### config.mk
export PLATFORM = sky130hd
export DESIGN_NAME = apb_slot_arbiter
export DESIGN_NICKNAME = d
export VERILOG_FILES = /design/src/rtl/apb_slot_arbiter.sv
export SDC_FILE = /design/constraint.sdc
export NUM_CORES = 1
export LEC_CHECK = 0
export ABC_AREA = 1
export BUFFER_PORTS_ARGS = -buffer_cell sky130_fd_sc_hd__clkbuf_2
export CAP_MARGIN = 20
export CORE_MARGIN = 2
export CORE_UTILIZATION = 60
export DETAILED_ROUTE_END_ITERATION = 10
export PLACE_DENSITY = 0.93
export SYNTH_ARGS = -nofsm -noshare
export SYNTH_HDL_FRONTEND = slang
export SYNTH_SLANG_ARGS = --single-unit
### constraint.sdc
create_clock -name clk -period 2.45 [get_ports clk]
set_input_delay 0.3675 -clock clk [delete_from_list [all_inputs] [get_ports clk]]
set_output_delay 0.3675 -clock clk [all_outputs]
set_load 0.02 [all_outputs]
### src/rtl/apb_slot_arbiter.sv
// Round-robin, time-sliced arbiter sharing one APB master port among NREQ requesters.
// Optional macro APB_ARB_LOCK_EN adds a lock input and a HOLD state that defers expiry.
module apb_slot_arbiter #(
    parameter int NREQ     = 4,
    parameter int DEF_SLOT = 8
) (
    input  logic                    clk,
    input  logic                    rst,
    input  logic [NREQ-1:0]         req,
    input  logic [4:0]              slot_len,
`ifdef APB_ARB_LOCK_EN
    input  logic                    lock,
`endif
    output logic [NREQ-1:0]         gnt,
    output logic [$clog2(NREQ)-1:0] gnt_id,
    output logic                    busy,
    output logic                    expire,
    output logic [4:0]              slot_cnt
);

    localparam int IDW = $clog2(NREQ);

    typedef enum logic [1:0] {
        IDLE  = 2'd0,
        GRANT = 2'd1,
        HOLD  = 2'd2
    } state_t;

    state_t          state_q, state_d;
    logic [NREQ-1:0] gnt_q, gnt_d;
    logic [IDW-1:0]  gnt_id_q, gnt_id_d;
    logic [IDW-1:0]  ptr_q, ptr_d;
    logic [4:0]      slot_cnt_q, slot_cnt_d;
    logic [4:0]      slot_lim_q, slot_lim_d;
    logic            expire_q, expire_d;

    logic            win_vld;
    logic [IDW-1:0]  win_id;
    logic [IDW-1:0]  cand;
    logic            owner_req;
    logic            slot_last;
    logic            lock_hold;
    logic [IDW-1:0]  ptr_next;

    // First set request at or after ptr, wrapping at NREQ-1 (works for non-power-of-2 NREQ).
    always_comb begin
        win_vld = 1'b0;
        win_id  = '0;
        cand    = '0;
        for (int i = 0; i < NREQ; i++) begin
            if (int'(ptr_q) + i >= NREQ)
                cand = IDW'(int'(ptr_q) + i - NREQ);
            else
                cand = IDW'(int'(ptr_q) + i);
            if (!win_vld && req[cand]) begin
                win_vld = 1'b1;
                win_id  = cand;
            end
        end
    end

    assign owner_req = req[gnt_id_q];
    assign slot_last = (slot_cnt_q == slot_lim_q - 5'd1);
    assign ptr_next  = (gnt_id_q == IDW'(NREQ - 1)) ? '0 : gnt_id_q + 1'b1;

`ifdef APB_ARB_LOCK_EN
    assign lock_hold = lock;
`else
    assign lock_hold = 1'b0;
`endif

    always_comb begin
        state_d    = state_q;
        gnt_d      = gnt_q;
        gnt_id_d   = gnt_id_q;
        ptr_d      = ptr_q;
        slot_cnt_d = slot_cnt_q;
        slot_lim_d = slot_lim_q;
        expire_d   = 1'b0;

        case (state_q)
            IDLE: begin
                if (win_vld) begin
                    gnt_d      = NREQ'(1) << win_id;
                    gnt_id_d   = win_id;
                    slot_cnt_d = 5'd0;
                    slot_lim_d = (slot_len == 5'd0) ? 5'(DEF_SLOT) : slot_len;
                    state_d    = GRANT;
                end
            end
            GRANT, HOLD: begin
                if (!owner_req) begin
                    // Owner release wins over a coincident expiry: no expire pulse.
                    gnt_d      = '0;
                    slot_cnt_d = 5'd0;
                    ptr_d      = ptr_next;
                    state_d    = IDLE;
                end else if (state_q == HOLD || slot_last) begin
                    if (lock_hold) begin
                        state_d    = HOLD;
                        slot_cnt_d = slot_cnt_q;
                    end else begin
                        gnt_d      = '0;
                        slot_cnt_d = 5'd0;
                        expire_d   = 1'b1;
                        ptr_d      = ptr_next;
                        state_d    = IDLE;
                    end
                end else begin
                    slot_cnt_d = slot_cnt_q + 5'd1;
                end
            end
            default: begin
                gnt_d      = '0;
                slot_cnt_d = 5'd0;
                state_d    = IDLE;
            end
        endcase
    end

    always_ff @(posedge clk or posedge rst) begin
        if (rst) begin
            state_q    <= IDLE;
            gnt_q      <= '0;
            gnt_id_q   <= '0;
            ptr_q      <= '0;
            slot_cnt_q <= 5'd0;
            slot_lim_q <= 5'd0;
            expire_q   <= 1'b0;
        end else begin
            state_q    <= state_d;
            gnt_q      <= gnt_d;
            gnt_id_q   <= gnt_id_d;
            ptr_q      <= ptr_d;
            slot_cnt_q <= slot_cnt_d;
            slot_lim_q <= slot_lim_d;
            expire_q   <= expire_d;
        end
    end

    assign gnt      = gnt_q;
    assign gnt_id   = gnt_id_q;
    assign busy     = |gnt_q;
    assign expire   = expire_q;
    assign slot_cnt = slot_cnt_q;

endmodule

---- Word level (Yosys, flattened, before mapping) ----
Cells that the tools add are included.
storage, ports and cells
  output and inout bits ................... 13
  input bits .............................. 11
  logic and storage cells ................. 89
  register bits after elaboration ......... 21
cells by class
  reductions and logical operators ........ 14
  equal/unequal tests ..................... 7
  muxes and demuxes ....................... 41
  $add $sub $neg .......................... 10
  order comparisons ....................... 9
  shifts and indexed selects .............. 1
operator list
  cell                 count
  $mux 2               14
  $mux 5               4
  $lt 2x3->1 const B   5
  $mux 1               12
  $mux 4               3
  $bmux 1 s2           5
  $pmux 5 s2           1
  $ge 3x3->1 const B   3
  $pmux 4 s2           1
  $sub 2x1->2 const B  4
  $add 2x2->3 const B  2
  $reduce_and 2->1     3
  $add 5x1->5 const B  1
  $eq 5x5->1           1
  $logic_not 5->1      1
  $sub 5x1->5 const B  1
  $eq 2x2->1 const B   2
  $pmux 2 s2           1
  $reduce_or 4->1      1
  $shl 1x2->4 const A  1
  $add 2x1->3 const B  1
  $ge 2x3->1 const B   1
  $logic_and 1x1->1    3
  $logic_not 1->1      3
  8 further kinds      8

---- Depth between registers and ports, before layout ----
Gate-level depths: netlist of the first run.
  depth in word-level cells ............... 17
  mapped depth ............................ 13
  mapped depth without buffers ............ 13

---- Least setup slack after synthesis of the first run ----
OpenSTA, ideal clock, no wires.
  path type ............................... flip-flop to flip-flop
  start point ............................. register slot_lim_q[0]
  end point ............................... register ptr_q[0]
  arrival ................................. 1.552 ns
  setup time .............................. 0.128 ns
  buffers on the path ..................... 0
  period minus slack after synthesis ...... 1.679 ns
  cell stages (with the launch flop) ...... 13
  required time ........................... 2.322 ns
  path slack .............................. 0.771 ns
  cells stage by stage .................... dfrtp_1 > inv_1 > ha_1 > inv_1 > nand2_1 > nand2_1 > nand2_1 > nor2_1 > nand2_1 > o21bai_1 > nand2_1 > inv_1 > o21ai_0
on the way
  word-level cells in the longest chain between the ends .. 5
ends and longest elaborated chain
  element                     RTL line  text
  start: declaration          34        logic [4:0] slot_lim_q, slot_lim_d;
  start signal: assignment    136       slot_lim_q <= slot_lim_d;
  $sub 5x1->5                 63        assign slot_last = (slot_cnt_q == slot_lim_q - 5'd1);
  $eq 5x5->1                  63
  $logic_or 1x1->1            98        end else if (state_q == HOLD || slot_last) begin
  $ne 2x1->1 (no line)        -
  $reduce_and 2->1 (no line)  -
  end signal: assignment      134       ptr_q <= ptr_d;
  end: declaration            32        logic [IDW-1:0] ptr_q, ptr_d;
Every way passes these cells.
A chain may end at the register's enable or synchronous reset.

---- Worst setup path after layout of the first run ----
  start point ............................. register slot_lim_q[0]
  end point ............................... register ptr_q[1]
The elaborated chain is that of the path after synthesis.

==> impl_metrics.json, run 1 <==
{
  "status": "finished clean",
  "crit_chain": "inv_1 > ha_1 > inv_1 > nand2_1 > nand2_1 > nand2_1 > nor2_1 > nand2_1 > o21bai_1 > nand2_1 > inv_1 > nand2_1 > o21ai_0",
  "fillCellCount": 189,
  "leakage_nw": 0.922,
  "syn-instance-count": 201,
  "path_common_cell": "nand2_1",
  "post-cts-setup-buffers": 0,
  "startpoint_type": "flop",
  "dieArea_sq_um": 2860,
  "cp_slowest_cell": "dfrtp_1",
  "overflow": 0,
  "setup_viol": 0,
  "worst_pin_slew_ns": 0.730,
  "clockRootBuffer": "clkbuf_4",
  "grt_antenna_before_repair": 0,
  "startpoint": "slot_lim_q[0]",
  "drt-total-wl_microns": 2900,
  "r2r_start": "slot_lim_q[0]",
  "io_buffers": 23,
  "grt_max_degree": 21,
  "rows": 17,
  "synth_top_area_share_pct": 34.1,
  "drcViolationCount": 0,
  "synthTopCellsByArea": "dfrtp_1, nand2_1, o21ai_2",
  "cts_resized": 0,
  "instances_no_fill": 253,
  "cp_data_arrival_time_ns": 2.15,
  "final-hold-violation-count": 0,
  "clk_latency_ns": 0.30,
  "synthToLayoutAreaGrowth_pct": 11.3,
  "r2r.worst_path.cells": 13,
  "grt_pass1_wl_microns": 5150,
  "synth_nets": 215,
  "nNetsFinal": 240,
  "hold_path.class": "input pin to asynchronous set/reset pin",
  "hold_buffers": 0,
  "drive_above_1_share_pct": 28.0,
  "syn_area_per_cell_sq_um": 7.30,
  "max_stage_delay_ns": 0.40,
  "n_antenna_cell": 0,
  "dpl_worst_slack_ns": 0.558,
  "fin_crit_sh_pct": 78.8,
  "tns_ns": 0,
  "grt_pass1_vias": 1221,
  "start_util_pct": 65.0,
  "yosysMostFrequentCell": "nand2_1",
  "avgRoutedWirePerCell_microns": 11.5,
  "synth_common_cells": "nand2_1, inv_1, dfrtp_1, nand3_1",
  "hpwl_microns": 2350,
  "synth_area_leader_cell": "dfrtp_1",
  "synth-edff-count": 0,
  "clk_path_buf_depth": 2,
  "place.gp.congestion": 0.864,
  "fin_crit_ns": 1.93,
  "cts_max_level": 1,
  "ioPinCount": 24,
  "slew_headroom_pct": 51.3,
  "drtPass1Iterations": 5,
  "crit_required_ns": 2.67,
  "critical_path_class": "flop to flop",
  "syn_area_sq_um": 1470,
  "final_max_slew_viol_count": 0,
  "die_y_microns": 53.4,
  "max_freq_ghz": 0.518,
  "dp_cells": 249,
  "synth_ff_type": "dfrtp_1",
  "setup_slack_ns": 0.520,
  "async_flop_share_pct": 100,
  "cts_made_buffers": 3,
  "cts_sinks": 20,
  "drt_iter0_drc": 32,
  "ys_ff_latch": 20,
  "endpoint": "ptr_q[1]",
  "worstPathMaxFanout": 5,
  "endpoint_kind": "flop",
  "rsz0062_at_grt": "false",
  "seq_area_frac_synth_pct": 34.1,
  "finish.utilization_pct": 72.4,
  "maxCapViolations": 0,
  "core_sq_um": 2250,
  "rrSetupSlack_ns": 0.52,
  "yosysWarnings": 0,
  "cp.depth": 13,
  "postRouteAntennaNets": 0,
  "peakVddDrop_uv": 964,
  "synth_cell_types": 29,
  "finalClockSkew_ns": 0.00364,
  "clkSlewWorstSetupHoldPaths_ns": 0.11,
  "cpLargestDelayFamily": "simple AND/OR/NAND/NOR gates",
  "dieWidth_microns": 53.4,
  "via_per_inst": 5.42,
  "grt_usage_pct": 24.6,
  "vias": 1370,
  "hold_slack_ns": 0.155,
  "cts_tree": "built",
  "r2r-end": "ptr_q[1]",
  "cp_num_buf_inv": 3,
  "powerDensity_nw_per_um2": 1390
}
cells by family after synthesis:
family | after synthesis | synth area share [%]
simple gates | 119 | 39.6
buf+inv | 32 | 10.1
compound gates | 24 | 11.9
flops | 20 | 34.1
xor+xnor | 3 | 1.79
fa+ha+maj | 3 | 2.56
worst register-to-register path, stage by stage (launching register included):
cell      delay [ns]
dfrtp_1         0.40
inv_1           0.13
ha_1            0.26
inv_1           0.06
nand2_1         0.04
nand2_1         0.06
nand2_1         0.05
nor2_1          0.09
nand2_1         0.08
o21bai_1        0.25
nand2_1         0.19
inv_1           0.14
nand2_1         0.06
o21ai_0         0.07
how the worst min path moves through the flow:
stage | startpoint | to | slack (ns) | cells past startpoint
after floorplan | rst | expire | 0.33 | 1
after global routing | rst | slot_lim_q[3] | 0.22 | 2
final | rst | slot_cnt[0] | 0.16 | 2
after detailed placement | rst | slot_lim_q[2] | 0.51 | 2
after CTS | rst | slot_lim_q[2] | 0.18 | 2
after global placement | rst | slot_lim_q[2] | 0.51 | 2
metrics by stage:
stage	power (W)	instance area [sq um]
floorplan	0.00178	1470
global placement	0.00195	1580
detailed placement	0.00199	1580
CTS	0.00227	1630
global route	0.00249	1630
finish	0.00226	1630
where the power goes:
part           internal, W  leakage [nW]  total [W]  switching (W)
combinational     0.000483         0.637    0.00141       0.000924
sequential        0.000453         0.257   0.000592       0.000139
clock             0.000165        0.0279   0.000264      0.0000992
total              0.00110         0.922    0.00226        0.00116
layout make-up:
type / count / area (sq um) / share of cell area [%]
Multi-Input combinational cell: 149 / 818 / 50.1
Sequential cell: 20 / 500 / 30.7
Timing Repair Buffer: 23 / 115 / 7.05
Inverter: 29 / 111 / 6.82
Tap cell: 28 / 35.0 / 2.15
Clock inverter: 1 / 30.0 / 1.84
Clock buffer: 3 / 22.5 / 1.38
registers in the layout (all words and copies together) (netlist names):
signal      flops
slot_cnt        5
slot_lim_q      5
gnt             4
gnt_id          2
ptr_q           2
expire          1
state_q         1
layout by cell type, fill, tap and decap left out:
cell	synthesis	final
nand3b_4	1	1
or4_1	1	1
bufinv_16	0	1
nor3_1	1	1
nand3_2	3	3
clkbuf_2	0	23
clkbuf_4	0	3
o21ai_0	7	7
o211ai_1	1	1
or2_4	1	1
nand3b_1	1	1
nand3_1	20	20
a21oi_1	2	2
nand4_1	1	1
nand2_1	60	60
and2_1	1	1
nor2_1	13	13
o21ai_2	12	12
xor2_1	3	3
inv_4	1	1
ha_1	3	3
inv_2	2	2
nand2_4	2	2
o41ai_1	1	1
nand2_2	13	13
o21bai_1	1	1
nor2_4	1	1
dfrtp_1	20	20
inv_1	26	26
per-layer routing:
layer	vias to the layer above	share of wire, %	global-route usage, %
li1	690	-	-
met1	627	46	33.2
met2	51	46	40.1
met3	2	6.9	6.21
met4	0	0.48	4.27
met5	-	0	0
No activity file was read; power rests on OpenSTA's default activity.
==> run 2: changes to the inputs <==
--- a/config.mk
+++ b/config.mk
@@ -5,13 +5,13 @@
 export SDC_FILE = /design/constraint.sdc
 export NUM_CORES = 1
 export LEC_CHECK = 0
-export ABC_AREA = 1
+export ABC_AREA = 0
 export BUFFER_PORTS_ARGS = -buffer_cell sky130_fd_sc_hd__clkbuf_2
 export CAP_MARGIN = 20
 export CORE_MARGIN = 2
-export CORE_UTILIZATION = 60
+export CORE_UTILIZATION = 52
 export DETAILED_ROUTE_END_ITERATION = 10
-export PLACE_DENSITY = 0.93
+export PLACE_DENSITY = 0.86
 export SYNTH_ARGS = -nofsm -noshare
 export SYNTH_HDL_FRONTEND = slang
 export SYNTH_SLANG_ARGS = --single-unit
==> constraint.sdc (replaced) <==
create_clock -name clk -period 2 [get_ports clk]
set_input_delay 0.3 -clock clk [delete_from_list [all_inputs] [get_ports clk]]
set_output_delay 0.3 -clock clk [all_outputs]
set_load 0.02 [all_outputs]
==> run 2 against run 1 <==
  * Utilization fell by 7.5 points
  * Worst hold slack got worse by 0.065 ns
  * Via count fell by 28%
  * Maximum frequency rose by 2.3%
  * Largest power group unchanged
  * Final area fell by 21%
  * Largest cell class unchanged
  * Global-route usage fell by 3.5 points
==> impl_metrics.json, run 2 <==
{
  "yosysMostFrequentCell": "dfrtp_1",
  "syn_area_per_cell_sq_um": 9.36,
  "grt_pass1_vias": 885,
  "hpwl_microns": 1730,
  "slew_headroom_pct": 50.3,
  "dieArea_sq_um": 2510,
  "dpl_worst_slack_ns": 0.0995,
  "clk_latency_ns": 0.30,
  "multi_input_area_sq_um": 548,
  "cts_sinks": 20,
  "cp_slowest_cell": "dfrtp_1",
  "syn-instance-count": 118,
  "start_util_pct": 55.7,
  "hold_slack_ns": 0.0903,
  "nNetsFinal": 158,
  "maxCapViolations": 0,
  "setup_slack_ns": 0.113,
  "ioPinCount": 24,
  "crit_required_ns": 2.19,
  "worst_pin_slew_ns": 0.745,
  "r2r-end": "ptr_q[0]",
  "yosysWarnings": 0,
  "worstPathMaxFanout": 4,
  "drive_above_1_share_pct": 24.5,
  "cts_tree": "built",
  "post-cts-setup-buffers": 0,
  "drt-total-wl_microns": 2360,
  "synth_nets": 132,
  "cts_made_buffers": 3,
  "rows": 16,
  "synth_cell_types": 37,
  "cts_resized": 0,
  "layout.cells.most_common": "clkbuf_2",
  "cp_data_arrival_time_ns": 2.08,
  "status": "finished clean",
  "seq_area_frac_synth_pct": 45.3,
  "clk_path_buf_depth": 2,
  "r2r_start": "slot_lim_q[0]",
  "grt_antenna_before_repair": 0,
  "n_antenna_cell": 0,
  "critical_path_class": "flop to flop",
  "rrSetupSlack_ns": 0.11,
  "max_freq_ghz": 0.530,
  "drcViolationCount": 0,
  "fin_crit_sh_pct": 94.3,
  "synthToLayoutAreaGrowth_pct": 16.4,
  "powerDensity_nw_per_um2": 1540,
  "core_sq_um": 1980,
  "overflow": 0,
  "finalClockSkew_ns": 0.00450,
  "cts_max_level": 1,
  "drtPass1Iterations": 4,
  "via_per_inst": 5.76,
  "io_buffers": 23,
  "cp.depth": 7,
  "synthTopCellsByArea": "dfrtp_1, nand2_1, inv_1",
  "cpLargestDelayFamily": "compound AO/OA/AOI/OAI gates",
  "grt_usage_pct": 21.1,
  "grt_max_degree": 21,
  "final-hold-violation-count": 0,
  "synth_ff_type": "dfrtp_1",
  "cp_num_buf_inv": 1,
  "synth_top_area_share_pct": 45.3,
  "dieWidth_microns": 50.1,
  "synth_area_leader_cell": "dfrtp_1",
  "synth-edff-count": 0,
  "fillCellCount": 148,
  "syn_area_sq_um": 1100,
  "hold_path.class": "input pin to asynchronous set/reset pin",
  "peakVddDrop_uv": 1050,
  "layout_common_cells": "clkbuf_2, dfrtp_1, nand2_1, inv_1, nor2_1",
  "clkSlewWorstSetupHoldPaths_ns": 0.11,
  "leakage_nw": 0.634,
  "crit_chain": "inv_1 > ha_1 > xnor2_1 > a22oi_2 > o2111a_2 > o21ai_2 > mux2_1",
  "setup_viol": 0,
  "fin_crit_ns": 1.89,
  "startpoint_type": "flop",
  "postRouteAntennaNets": 0,
  "async_flop_share_pct": 100,
  "vias": 980,
  "die_y_microns": 50.1,
  "r2r.worst_path.cells": 7,
  "clockRootBuffer": "clkbuf_4",
  "grt_pass1_wl_microns": 3950,
  "drt_iter0_drc": 35,
  "max_stage_delay_ns": 0.40,
  "ys_ff_latch": 20,
  "final_max_slew_viol_count": 0,
  "avgRoutedWirePerCell_microns": 13.9,
  "ff_latch_area_sq_um": 500,
  "endpoint_kind": "flop",
  "hold_buffers": 0,
  "place.gp.congestion": 0.840,
  "synth_common_cells": "dfrtp_1, nand2_1, inv_1"
}
-- run 2: cell count changes after synthesis, sizes merged, moves of 3 or more --
cell	change
inv	-15
nand2	-56
a21o	+3
nor2	-7
xnor2	+4
nand3	-18
o21ai	-10
-- run 2: through the flow --
| step | instance area, sq um | power, W | util [%] | setup TNS [ns] | std cells |
|---|---|---|---|---|---|
| 2_1_floorplan | 1100 | 0.00145 | - | 0 | 118 |
| 3_3_place_gp | 1240 | 0.00166 | 62.5 | 0 | 166 |
| 3_5_place_dp | 1240 | 0.00171 | 62.5 | 0 | 166 |
| 4_1_cts | 1270 | 0.00195 | 64.3 | 0 | 170 |
| 5_1_grt | 1290 | 0.00214 | 64.9 | -0.233 | 170 |
| 6_report | 1290 | 0.00198 | 64.9 | 0 | 170 |
-- run 2: cell families (layout without fill, tap and decap cells) --
kind of cell	after synthesis	after routing	share of synthesized area [%]
DFF	20	20	45.3
xor gates and xnor gates	7	7	5.55
and+or+nand+nor	38	38	15.0
AOI/OAI and AO/OA	30	30	19.7
muxes	4	4	4.98
adders and majority gates	3	3	3.40
buffers and inverters	16	41	6.12
-- run 2: where the power goes --
| part | switching, W | internal (W) |
|---|---|---|
| clock network | 0.000122 | 0.000111 |
| registers | 0.000179 | 0.000558 |
| logic | 0.000598 | 0.000409 |
| total | 0.000899 | 0.00108 |
-- run 2: worst max-delay path by stage --
stage	startpoint	slack, ns	endpoint
floorplan	slot_lim_q[0]	0.26	ptr_q[0]
global placement	slot_lim_q[0]	0.20	gnt[3]
detailed placement	slot_lim_q[0]	0.1	gnt[2]
CTS	slot_lim_q[0]	0.09	gnt[2]
global route	slot_lim_q[0]	-0.07	gnt[2]
finish	slot_lim_q[0]	0.11	ptr_q[0]
-- run 2: area by class of cell --
type	count	area share [%]
timing repair buffer	23	8.95
multi-input combinational	82	42.6
sequential	20	38.9
tap	27	2.63
clock buffer	4	2.82
inverter	14	4.09
-- run 2: per-layer routing --
metal / GRT usage [%] / up-vias / part of all wire (%)
met5: 0 / - / 0
met4: 8.33 / 0 / 1.7
met3: 3.64 / 4 / 4.4
met2: 33.8 / 27 / 50
met1: 28.3 / 482 / 44
li1: - / 467 / -
-- run 2: worst reg2reg max path, delay by kind of cell (launching register included) --
kind | cells | cell delay (ns)
muxes | 1 | 0.34
xor gates and xnor gates | 1 | 0.18
AOI/OAI and AO/OA | 3 | 0.55
buffers and inverters | 1 | 0.07
DFF | 1 | 0.40
adders and majority gates | 1 | 0.25
